<file path="src/rtl/div_unit.sv">
// Multi-cycle restoring radix-2 divider (signed/unsigned) producing {remainder, quotient}.
// One quotient bit per cycle; the result is held in END until the requester drops start_i.
module div_unit #(
    parameter int WIDTH = 32
) (
    input  logic                 clk,
    input  logic                 rst,
    input  logic                 start_i,
    input  logic                 annul_i,
    input  logic                 signed_div_i,
    input  logic [WIDTH-1:0]     opdata1_i,
    input  logic [WIDTH-1:0]     opdata2_i,
    output logic [2*WIDTH-1:0]   result_o,
    output logic                 ready_o,
    output logic                 busy_o
);

    localparam int CW = $clog2(WIDTH + 1);
    localparam logic [CW-1:0] LAST = CW'(WIDTH - 1);

    typedef enum logic [1:0] {FREE, BYZERO, ON, END} state_e;

    state_e               state_q, state_d;
    logic [CW-1:0]        cnt_q, cnt_d;
    logic [2*WIDTH:0]     work_q, work_d;
    logic [WIDTH-1:0]     divisor_q, divisor_d;
    logic                 quo_neg_q, quo_neg_d;
    logic                 rem_neg_q, rem_neg_d;
    logic [2*WIDTH-1:0]   result_q, result_d;

    logic                 a_neg, b_neg;
    logic [WIDTH-1:0]     a_abs, b_abs;
    logic [2*WIDTH:0]     shifted, step;
    logic [WIDTH:0]       rem_sh;
    logic [WIDTH+1:0]     trial;
    logic [WIDTH-1:0]     quo_raw, rem_raw, quo_fix, rem_fix;

    // Operands are divided as magnitudes; signs are reapplied on the final iteration.
    always_comb begin
        a_neg = signed_div_i & opdata1_i[WIDTH-1];
        b_neg = signed_div_i & opdata2_i[WIDTH-1];
        a_abs = a_neg ? (~opdata1_i + 1'b1) : opdata1_i;
        b_abs = b_neg ? (~opdata2_i + 1'b1) : opdata2_i;
    end

    // Working register layout: {partial remainder (WIDTH+1), dividend/quotient (WIDTH)}.
    always_comb begin
        shifted = {work_q[2*WIDTH-1:0], 1'b0};
        rem_sh  = shifted[2*WIDTH:WIDTH];
        trial   = {1'b0, rem_sh} - {2'b00, divisor_q};
        if (trial[WIDTH+1]) begin
            step = {rem_sh, shifted[WIDTH-1:1], 1'b0};
        end else begin
            step = {trial[WIDTH:0], shifted[WIDTH-1:1], 1'b1};
        end
        quo_raw = step[WIDTH-1:0];
        rem_raw = step[2*WIDTH-1:WIDTH];
        quo_fix = quo_neg_q ? (~quo_raw + 1'b1) : quo_raw;
        rem_fix = rem_neg_q ? (~rem_raw + 1'b1) : rem_raw;
    end

    always_comb begin
        state_d   = state_q;
        cnt_d     = cnt_q;
        work_d    = work_q;
        divisor_d = divisor_q;
        quo_neg_d = quo_neg_q;
        rem_neg_d = rem_neg_q;
        result_d  = result_q;
        case (state_q)
            FREE: begin
                if (start_i && !annul_i) begin
                    divisor_d = b_abs;
                    quo_neg_d = a_neg ^ b_neg;
                    rem_neg_d = a_neg;
                    cnt_d     = '0;
                    work_d    = {{(WIDTH+1){1'b0}}, a_abs};
                    state_d   = (opdata2_i == '0) ? BYZERO : ON;
                end
            end
            BYZERO: begin
                if (annul_i) begin
                    state_d = FREE;
                end else begin
                    state_d  = END;
                    result_d = '0;
                end
            end
            ON: begin
                if (annul_i) begin
                    state_d = FREE;
                    cnt_d   = '0;
                    work_d  = '0;
                end else begin
                    work_d = step;
                    if (cnt_q == LAST) begin
                        state_d  = END;
                        cnt_d    = '0;
                        result_d = {rem_fix, quo_fix};
                    end else begin
                        cnt_d = cnt_q + 1'b1;
                    end
                end
            end
            END: begin
                if (!start_i) begin
                    state_d  = FREE;
                    result_d = '0;
                end
            end
            default: state_d = FREE;
        endcase
    end

    always_ff @(posedge clk or negedge rst) begin
        if (!rst) begin
            state_q   <= FREE;
            cnt_q     <= '0;
            work_q    <= '0;
            divisor_q <= '0;
            quo_neg_q <= 1'b0;
            rem_neg_q <= 1'b0;
            result_q  <= '0;
        end else begin
            state_q   <= state_d;
            cnt_q     <= cnt_d;
            work_q    <= work_d;
            divisor_q <= divisor_d;
            quo_neg_q <= quo_neg_d;
            rem_neg_q <= rem_neg_d;
            result_q  <= result_d;
        end
    end

    assign result_o = result_q;
    assign ready_o  = (state_q == END);
    assign busy_o   = (state_q == ON) || (state_q == BYZERO);

endmodule

</file>
<file path="config.mk">
export PLATFORM = sky130hd
export DESIGN_NAME = div_unit
export DESIGN_NICKNAME = d
export VERILOG_FILES = /design/src/rtl/div_unit.sv
export SDC_FILE = /design/constraint.sdc
export NUM_CORES = 1
export LEC_CHECK = 0
export CAP_MARGIN = 15
export CORE_AREA = 4 4 182 184
export DETAILED_ROUTE_END_ITERATION = 10
export DIE_AREA = 0 0 186 188
export MAX_ROUTING_LAYER = met4
export RECOVER_POWER = 50
export SYNTH_ARGS = -nofsm -noshare
export SYNTH_HDL_FRONTEND = slang
export SYNTH_SLANG_ARGS = --single-unit
</file>
<file path="constraint.sdc">
create_clock -name clk -period 5.3 [get_ports clk]
set_input_delay 1.59 -clock clk [delete_from_list [all_inputs] [get_ports clk]]
set_output_delay 1.59 -clock clk [all_outputs]
set_load 0.02 [all_outputs]
</file>
# == Word level (Yosys, flattened, before mapping) ==
# Index checks and enable logic that the tools add are counted.
# word_totals
reg_bits,170
out_inout_bits,66
inputBits,69
elab_cells,65
# classes
add_sub_neg,6
n_eq_ne,10
mux,24
bitwise_logic,7
n_reduce_logical,11
# op_table
operator,count
$mux W64,7
$pmux W64 S3,1
$add A32 B1 Y32 const B,4
$mux W32,4
$not A32 Y32,4
$pmux W64 S2,1
$sub A33 B32 Y34,1
$logic_not A32 Y1,1
$mux W6,3
$mux W2,6
$pmux W6 S2,1
$ne A2 B2 Y1 const B,5
$pmux W2 S4,1
$add A6 B1 Y6 const B,1
$eq A6 B5 Y1 const B,1
$reduce_and A5 Y1,1
$eq A2 B2 Y1 const B,2
$reduce_and A2 Y1,2
$ne A3 B3 Y1 const B,1
$reduce_and A3 Y1,1
$reduce_bool A3 Y1,1
$and A1 B1 Y1,2
$eq A2 B1 Y1 const B,1
$logic_not A2 Y1,1
5 further kinds,5

# == Logic depth before layout (Yosys ltp) ==
# Gate-level depths: netlist (run 1).
# depth
ltp_word,8
depth_mapped,20
mapped_depth_nobuf,15

# == Worst setup path after synthesis (run 1) ==
# No wires, ideal clock.
# synth_path
path_type,register to register
start,register work_q[41]
end,"register result_q[26], in the netlist result_o[26]"
path_buffers,4
synth_period_minus_slack_ns,4.403
stages_incl_launch_ff,19
required_ns,5.166
arrival_time_ns,4.269
setup_time_ns,0.134
path_slack_ns,0.897
path_cell_list,dfrtp_1 > ha_1 > a21oi_1 > o21ai_1 > a221o_1 > o21ai_2 > nand2_2 > inv_2 > buf_2 > buf_2 > buf_1 > clkbuf_1 > ha_1 > nand4_1 > o41ai_1 > nand2_1 > o31ai_1 > xor2_1 > o21ai_0
# synth_via
elab_chain_cells,8
# synth_lines
element,line,text
from (decl),25,"logic [2*WIDTH:0] work_q, work_d;"
from (signal assigned),127,work_q <= work_d;
$sub A33 B32 Y34,50,"trial = {1'b0, rem_sh} - {2'b00, divisor_q};"
$mux W64,51,if (trial[WIDTH+1]) begin
$not A32 Y32,58,quo_fix = quo_neg_q ? (~quo_raw + 1'b1) : quo_raw;
$add A32 B1 Y32,58,
$mux W32,58,
$mux W64,96,if (cnt_q == LAST) begin
$mux W64,90,if (annul_i) begin
$pmux W64 S3,70,case (state_q)
to (signal assigned),131,result_q <= result_d;
to (decl),29,"logic [2*WIDTH-1:0] result_q, result_d;"
# No other way between the ends. The select of a mux whose other input is x is not followed.
# A chain may end at the register's enable or synchronous reset.

# == Final worst setup path (run 1) ==
# layout_path
start,input opdata2_i[0]
end,register state_q[1]
# layout_via
elab_chain_cells,4
# layout_lines
element,line,text
from (decl),12,"input logic [WIDTH-1:0] opdata2_i,"
$logic_not A32 Y1,78,state_d = (opdata2_i == '0) ? BYZERO : ON;
$mux W2,78,
$mux W2,72,if (start_i && !annul_i) begin
$pmux W2 S4,70,
to (signal assigned),125,state_q <= state_d;
to (decl),23,"state_e state_q, state_d;"
# No other way between the ends. The select of a mux whose other input is x is not followed.

==> results of run 1 <==
-- routing by layer --
| layer | track usage | vias up | part of all wire |
|---|---|---|---|
| met2 | 0.321 | 353 | 0.43 |
| li1 | - | 5562 | - |
| met5 | - | - | 0 |
| met1 | 0.342 | 5538 | 0.49 |
| met4 | 0.0524 | 0 | 0.015 |
| met3 | 0.0283 | 33 | 0.062 |
-- flip-flops by register name, indices dropped and copies added, names as in the netlist --
name	cells
result_o	64
cnt_q	6
state_q	2
work_q	64
divisor_q	32
quo_neg_q	1
rem_neg_q	1
-- power groups by stage --
stage / sequential (mW) / clock [mW] / combinational (mW)
global placement: 2.19 / 0 / 3.71
detailed placement: 2.20 / 0 / 3.74
floorplan: 2.17 / 0 / 2.39
finish: 2.19 / 1.26 / 3.74
global route: 2.25 / 1.33 / 4.13
CTS: 2.18 / 1.28 / 3.75
-- per-stage QoR --
stage                     instance area, µm²  hold slack, ns
after detailed placement               13900           0.474
after global placement                 13900           0.464
after global routing                   14400           0.505
after CTS                              14500           0.489
after floorplan                        12100           0.450
final                                  14400           0.476
-- layout by cell type, fill, tap and decap left out, types with 24 or more instances in the layout --
cell	synthesis	final
nand3_1	25	24
a22oi_1	25	25
clkdlybuf4s50_1	0	103
xnor2_1	52	52
o31ai_1	37	37
o21ai_0	161	160
buf_4	1	24
nor2_1	110	109
inv_1	54	54
nand2_1	229	229
nor3_1	38	38
ha_1	42	42
dlygate4sd3_1	0	30
dfrtp_1	170	170
a21oi_1	90	90
xor2_1	73	73
-- path summary, 6_finish.rpt --
| check | slack, ns | cells after the start | start | end |
|---|---|---|---|---|
| min in group asynchronous | 2.36 | 1 | rst | divisor_q[21]$_DFFE_PN0P_ |
| max | 0.74 | 14 | opdata2_i[0] | state_q[1]$_DFFE_PN0P_ |
| min | 0.48 | 2 | result_o[18]$_DFFE_PN0P_ | result_o[18]$_DFFE_PN0P_ |
| min reg2reg | 0.48 | 2 | result_o[18]$_DFFE_PN0P_ | result_o[18]$_DFFE_PN0P_ |
| max reg2reg | 0.88 | 14 | work_q[41]$_DFFE_PN0P_ | result_o[26]$_DFFE_PN0P_ |
| max in group asynchronous | 1.11 | 2 | rst | work_q[20]$_DFFE_PN0P_ |
-- logic make-up after synthesis --
logic type	after synthesis
adder cells (fa/ha/maj)	43
buffers and inverters	128
AO/OA/AOI/OAI	472
flip-flops	170
AND/OR/NAND/NOR	526
XOR/XNOR	126
multiplexers	18
-- area by class of cell --
class	count	area share
clock buffers	17	0.0295
repair buffers	159	0.107
flip-flops and latches	170	0.295
clock inverters	14	0.0108
well taps	402	0.0348
inverters	56	0.0146
multi-input cells	1185	0.509
-- tightest hold or removal path, delay by kind of cell, from the launching register on --
kind,cells,cell delay (ns)
and+or+nand+nor,1,0.04
AOI/OAI and AO/OA,1,0.06
DFF,1,0.34
==> run metrics, run 1 <==
status complete, but fails checks; failing checks capacitance limit, slew limit; fillers 3150; fin. max-slew vios 59; worst slew pin tran 3.07 ns; Crit path buffers/inverters 3; Yosys top cell by area dfrtp_1; CP max stage cell dlygate4sd3_1; clock share of power 0.175; synth cell count leaders 229 x nand2_1, 170 x dfrtp_1, 161 x o21ai_0; sequential fraction of the synthesis area 0.352; Int Power 3.69 mW; worst path required time 5.64 ns; crit path capture type flip-flop; Mapped Area 12100 µm²; Worst Path Max Fanout 4; CTS sink cnt 170; Layout Utilization 0.460; Post-synth EDFFs 0; critical path class in -> reg; switch share 0.487; complex-gate fraction of the synthesized area 0.252; largest net degree at the start of global routing 71; crit start category primary input; Seq cells post-synth 170; post-route insts no fill 2003; Total GRT Usage 0.226; Slew HR -1.05; leak pwr 6.18 nW; fin crit period 4.56 ns; MaxCap Viol Count 1; width of the die 186 µm; Layout area overhead 19.5%; Slowest Stage Delay on Critical Path 0.57 ns; Primary FF master, synth dfrtp_1; Post-Synth XOR/XNOR Area 0.0919; power per cell area 497 nW/µm²; # Post-CTS Setup Buffers 0; dpl cells 1972; Longest Clk Path Bufs 2; fmax 219 MHz; Hold WC Path Type reg -> reg; largest family of logic cells by synthesized area compound AO/OA/AOI/OAI gates; Syn Area/Cell 8.15 µm²; ANT nets after route 0; Post-Synth Simple-Gate Area 0.202; setup TNS 0 ns; DR pass1 iterations 6; Tcrit/Tclk final 0.861; IO Pins 135; fraction of synthesized area in multiplexers 0.0150; die area 35000 µm²; register area 4250 µm²; worst setup margin 0.737 ns; Setup Viol. Count Final 0; first-pass GRT wire length 61300 µm; Post-Synth Adder-Cell Area 0.0451; CTS Buf Count 17; die height 188 µm; vias 11486; Rows 65; number of gates resized after CTS 0; Post-synth ARST share 1.00; multi-input logic area 7350 µm²; wire length per cell 19.2 µm; crit-path cells dlygate4sd3_1 > inv_1 > ha_1 > nor4b_1 > nand2_1 > nor4_1 > buf_4 > nand2_1 > nor4_1 > and2_1 > nand2_1 > nor3_1 > o21bai_1 > mux2_2; net count after synthesis 1595; initial core utilization 0.385; Core ar. 31400 µm²; count leader, synth nand2_1; Comb pwr share 0.520; Psw 3.50 mW; Worst Clk Skew 0.0148 ns; RSZ-0062 raised after global routing false; # DRC 0; synth unique cells 89; Peak supply drop 247 µV; I/O Buffers 134; CTS tree built; htree depth 4; Vias/cell 5.73; hold-fix buffers at CTS 0; CP arrival 4.90 ns; top cell type's share of synthesized area 0.352; Clk Tree Root Cell clkbuf_16; Worst path most repeated cell nand2_1; gate count of the mapped netlist 1483; Routability Congestion 0.919; Synth area leaders dfrtp_1 35%, nand2_1 7.1%, o21ai_0 6.7%; pre-CTS WS 0.389 ns; initial antenna violation count 0; final hold viol count 0; Layout Nets 1701; share of layout cells above drive strength 1 0.0612; Diodes inserted 0; number of global-route vias before repair 10811; detailed router's first-iteration violation count 1030; number of synthesis warnings 0; clock-pin slew on the worst setup and hold paths 0.08 ns; Worst-Skew Late Latency 0.45 ns; total power 7.18 mW; total grt overflow 0; fraction of power consumed by sequential logic 0.305; delay-heaviest family, CP simple AND/OR/NAND/NOR gates; Post-Route WL 38500 µm; HPWL after DPL 29400 µm
Note: power is estimated with default switching activity, not from simulation.
==> run 2, diff against run 1 <==
Clock period 5.3 ns to 4.15 ns, I/O delays scaled along.
==> run 2 against run 1 <==
  * Sequential power grew 29%
  * Clock-buffer cell count rose by 1
  * Sequential share of layout area fell by 1.1 points
  * The run still ends with capacitance limit, slew limit left
  * Die area unchanged
  * Combinational power increased by 33%
  * Non-clock buffer count grew 70
  * Core utilization up 1.7 points
  * Critical path depth is 1 lower
  * Register-to-register slack lost 0.64 ns
  * Setup slack lost 0.50 ns
  * First-iteration DRC count is 5.0% higher
==> run metrics, run 2 (same netlist as run 1, synthesis figures left out) <==
status complete, but fails checks; failing checks capacitance limit, slew limit; die area 35000 µm²; number of global-route vias before repair 11329; Worst Path Max Fanout 13; Worst Clk Skew 0.0252 ns; Rows 65; Finished Cell Area 15000 µm²; Tcrit/Tclk final 0.943; detailed router's first-iteration violation count 1082; commonest non-fill, non-tap cell in the layout nand2_1; hold_sp result_o[21]$_DFFE_PN0P_; fin. max-slew vios 119; worst slew pin tran 2.01 ns; hold slack 0.472 ns; Layout Utilization 0.477; Diodes inserted 0; Clk Tree Root Cell clkbuf_16; share of layout cells above drive strength 1 0.103; Worst Hold End result_o[21]$_DFFE_PN0P_; fillers 3114; worst setup margin 0.236 ns; Peak supply drop 365 µV; RSZ-0062 raised after global routing false; setup TNS 0 ns; Routability Congestion 0.941; Worst-Skew Late Latency 0.45 ns; IO Pins 135; crit start category flip-flop; first-pass GRT wire length 62400 µm; crit path capture type flip-flop; I/O Buffers 134; critical path class reg -> reg; # DRC 0; total power 9.44 mW; most frequent cells in the layout 229 x nand2_1, 170 x dfrtp_1, 160 x o21ai_0; r2r setup slk 0.24 ns; CTS tree built; ANT nets after route 0; worst reg2reg startpoint work_q[39]$_DFFE_PN0P_; die height 188 µm; Layout area overhead 24.0%; MaxCap Viol Count 2; CP arrival 4.27 ns; largest net degree at the start of global routing 76; leak pwr 6.47 nW; initial antenna violation count 0; Core ar. 31400 µm²; fin crit period 3.91 ns; wire length per cell 19.1 µm; power per cell area 630 nW/µm²; total grt overflow 0; Slew HR -0.343; Reg-to-Reg End result_o[61]$_DFFE_PN0P_; vias 11795; DR pass1 iterations 5; Reg2Reg Depth 13; Longest Clk Path Bufs 2; Cell Area, Placed 14400 µm²; count of cells along the worst hold path 2; post-route insts no fill 2074; clock-pin slew on the worst setup and hold paths 0.09 ns; pre-CTS WS 0.00383 ns; worst path required time 4.51 ns; Hold WC Path Type reg -> reg; CTS sink cnt 170; Total GRT Usage 0.231; dpl cells 2042; initial core utilization 0.385; fmax 256 MHz; width of the die 186 µm; final hold viol count 0; HPWL after DPL 30600 µm; htree depth 4; CTS Buf Count 17; Setup Viol. Count Final 0; Layout Nets 1771; Vias/cell 5.69; Post-Route WL 39600 µm
-- run 2: cell types whose count changed in the layout (fill, tap and decap cells not counted), moves of 2 or more --
| cell | before | now |
|---|---|---|
| clkdlybuf4s50_1 | 103 | 120 |
| nor4_2 | 2 | 4 |
| dlygate4sd3_1 | 30 | 13 |
| clkbuf_2 | 0 | 4 |
| clkbuf_1 | 0 | 3 |
| clkinv_4 | 4 | 2 |
| buf_4 | 24 | 89 |
| clkinv_8 | 3 | 5 |
| nor4_1 | 19 | 17 |
-- run 2: repair_timing --
action | in CTS | in global routing
resized for setup | 0 | 5
hold buffers | 0 | 0
setup buffers | 0 | 0
setup endpoints to repair | 0 | 9
-- run 2: report_power, final --
group          switching [mW]  leakage (nW)  internal [mW]
logic                    3.06          3.94           1.90
clock network           0.828         0.293          0.818
registers               0.647          2.23           2.18
total                    4.54          6.47           4.90
-- run 2: layer usage --
| metal | GRT usage | share of wire | vias up |
|---|---|---|---|
| met5 | - | 0 | - |
| met4 | 0.0530 | 0.018 | 0 |
| li1 | - | - | 5692 |
| met1 | 0.336 | 0.48 | 5723 |
| met3 | 0.0444 | 0.065 | 43 |
| met2 | 0.332 | 0.44 | 337 |
-- run 2: area by class of cell --
cell class	instances	area, µm²	area share
clock buffer	18	429	0.0286
clock inverter	14	173	0.0115
inverter	56	210	0.0140
multi-input combinational	1185	7380	0.493
sequential	170	4250	0.284
tap	402	503	0.0336
timing repair buffer	229	2030	0.136
-- run 2: worst max-delay path by stage --
stage / cells after the start / slack (ns) / endpoint / from
2_1_floorplan: 18 / 0.01 / result_o[26]$_DFFE_PN0P_ / work_q[41]$_DFFE_PN0P_
3_3_place_gp: 12 / 0.06 / work_q[29]$_DFFE_PN0P_ / opdata1_i[3]
3_5_place_dp: 16 / 0.004 / state_q[1]$_DFFE_PN0P_ / opdata2_i[0]
4_1_cts: 12 / 0.14 / result_o[61]$_DFFE_PN0P_ / work_q[38]$_DFFE_PN0P_
5_1_grt: 13 / 0.003 / result_o[61]$_DFFE_PN0P_ / work_q[39]$_DFFE_PN0P_
6_report: 13 / 0.24 / result_o[61]$_DFFE_PN0P_ / work_q[39]$_DFFE_PN0P_
-- run 2: worst max-delay path: stages (launching register included) --
cell and delay [ns]:
dfrtp_1 0.44, ha_1 0.41, a21oi_1 0.26, o21ai_1 0.18, a221o_1 0.36, o21ai_2 0.26, nand2_2 0.12, buf_4 0.21
buf_4 0.21, o32ai_1 0.22, o221ai_2 0.24, or3_1 0.45, o2111a_1 0.27, a221oi_2 0.18
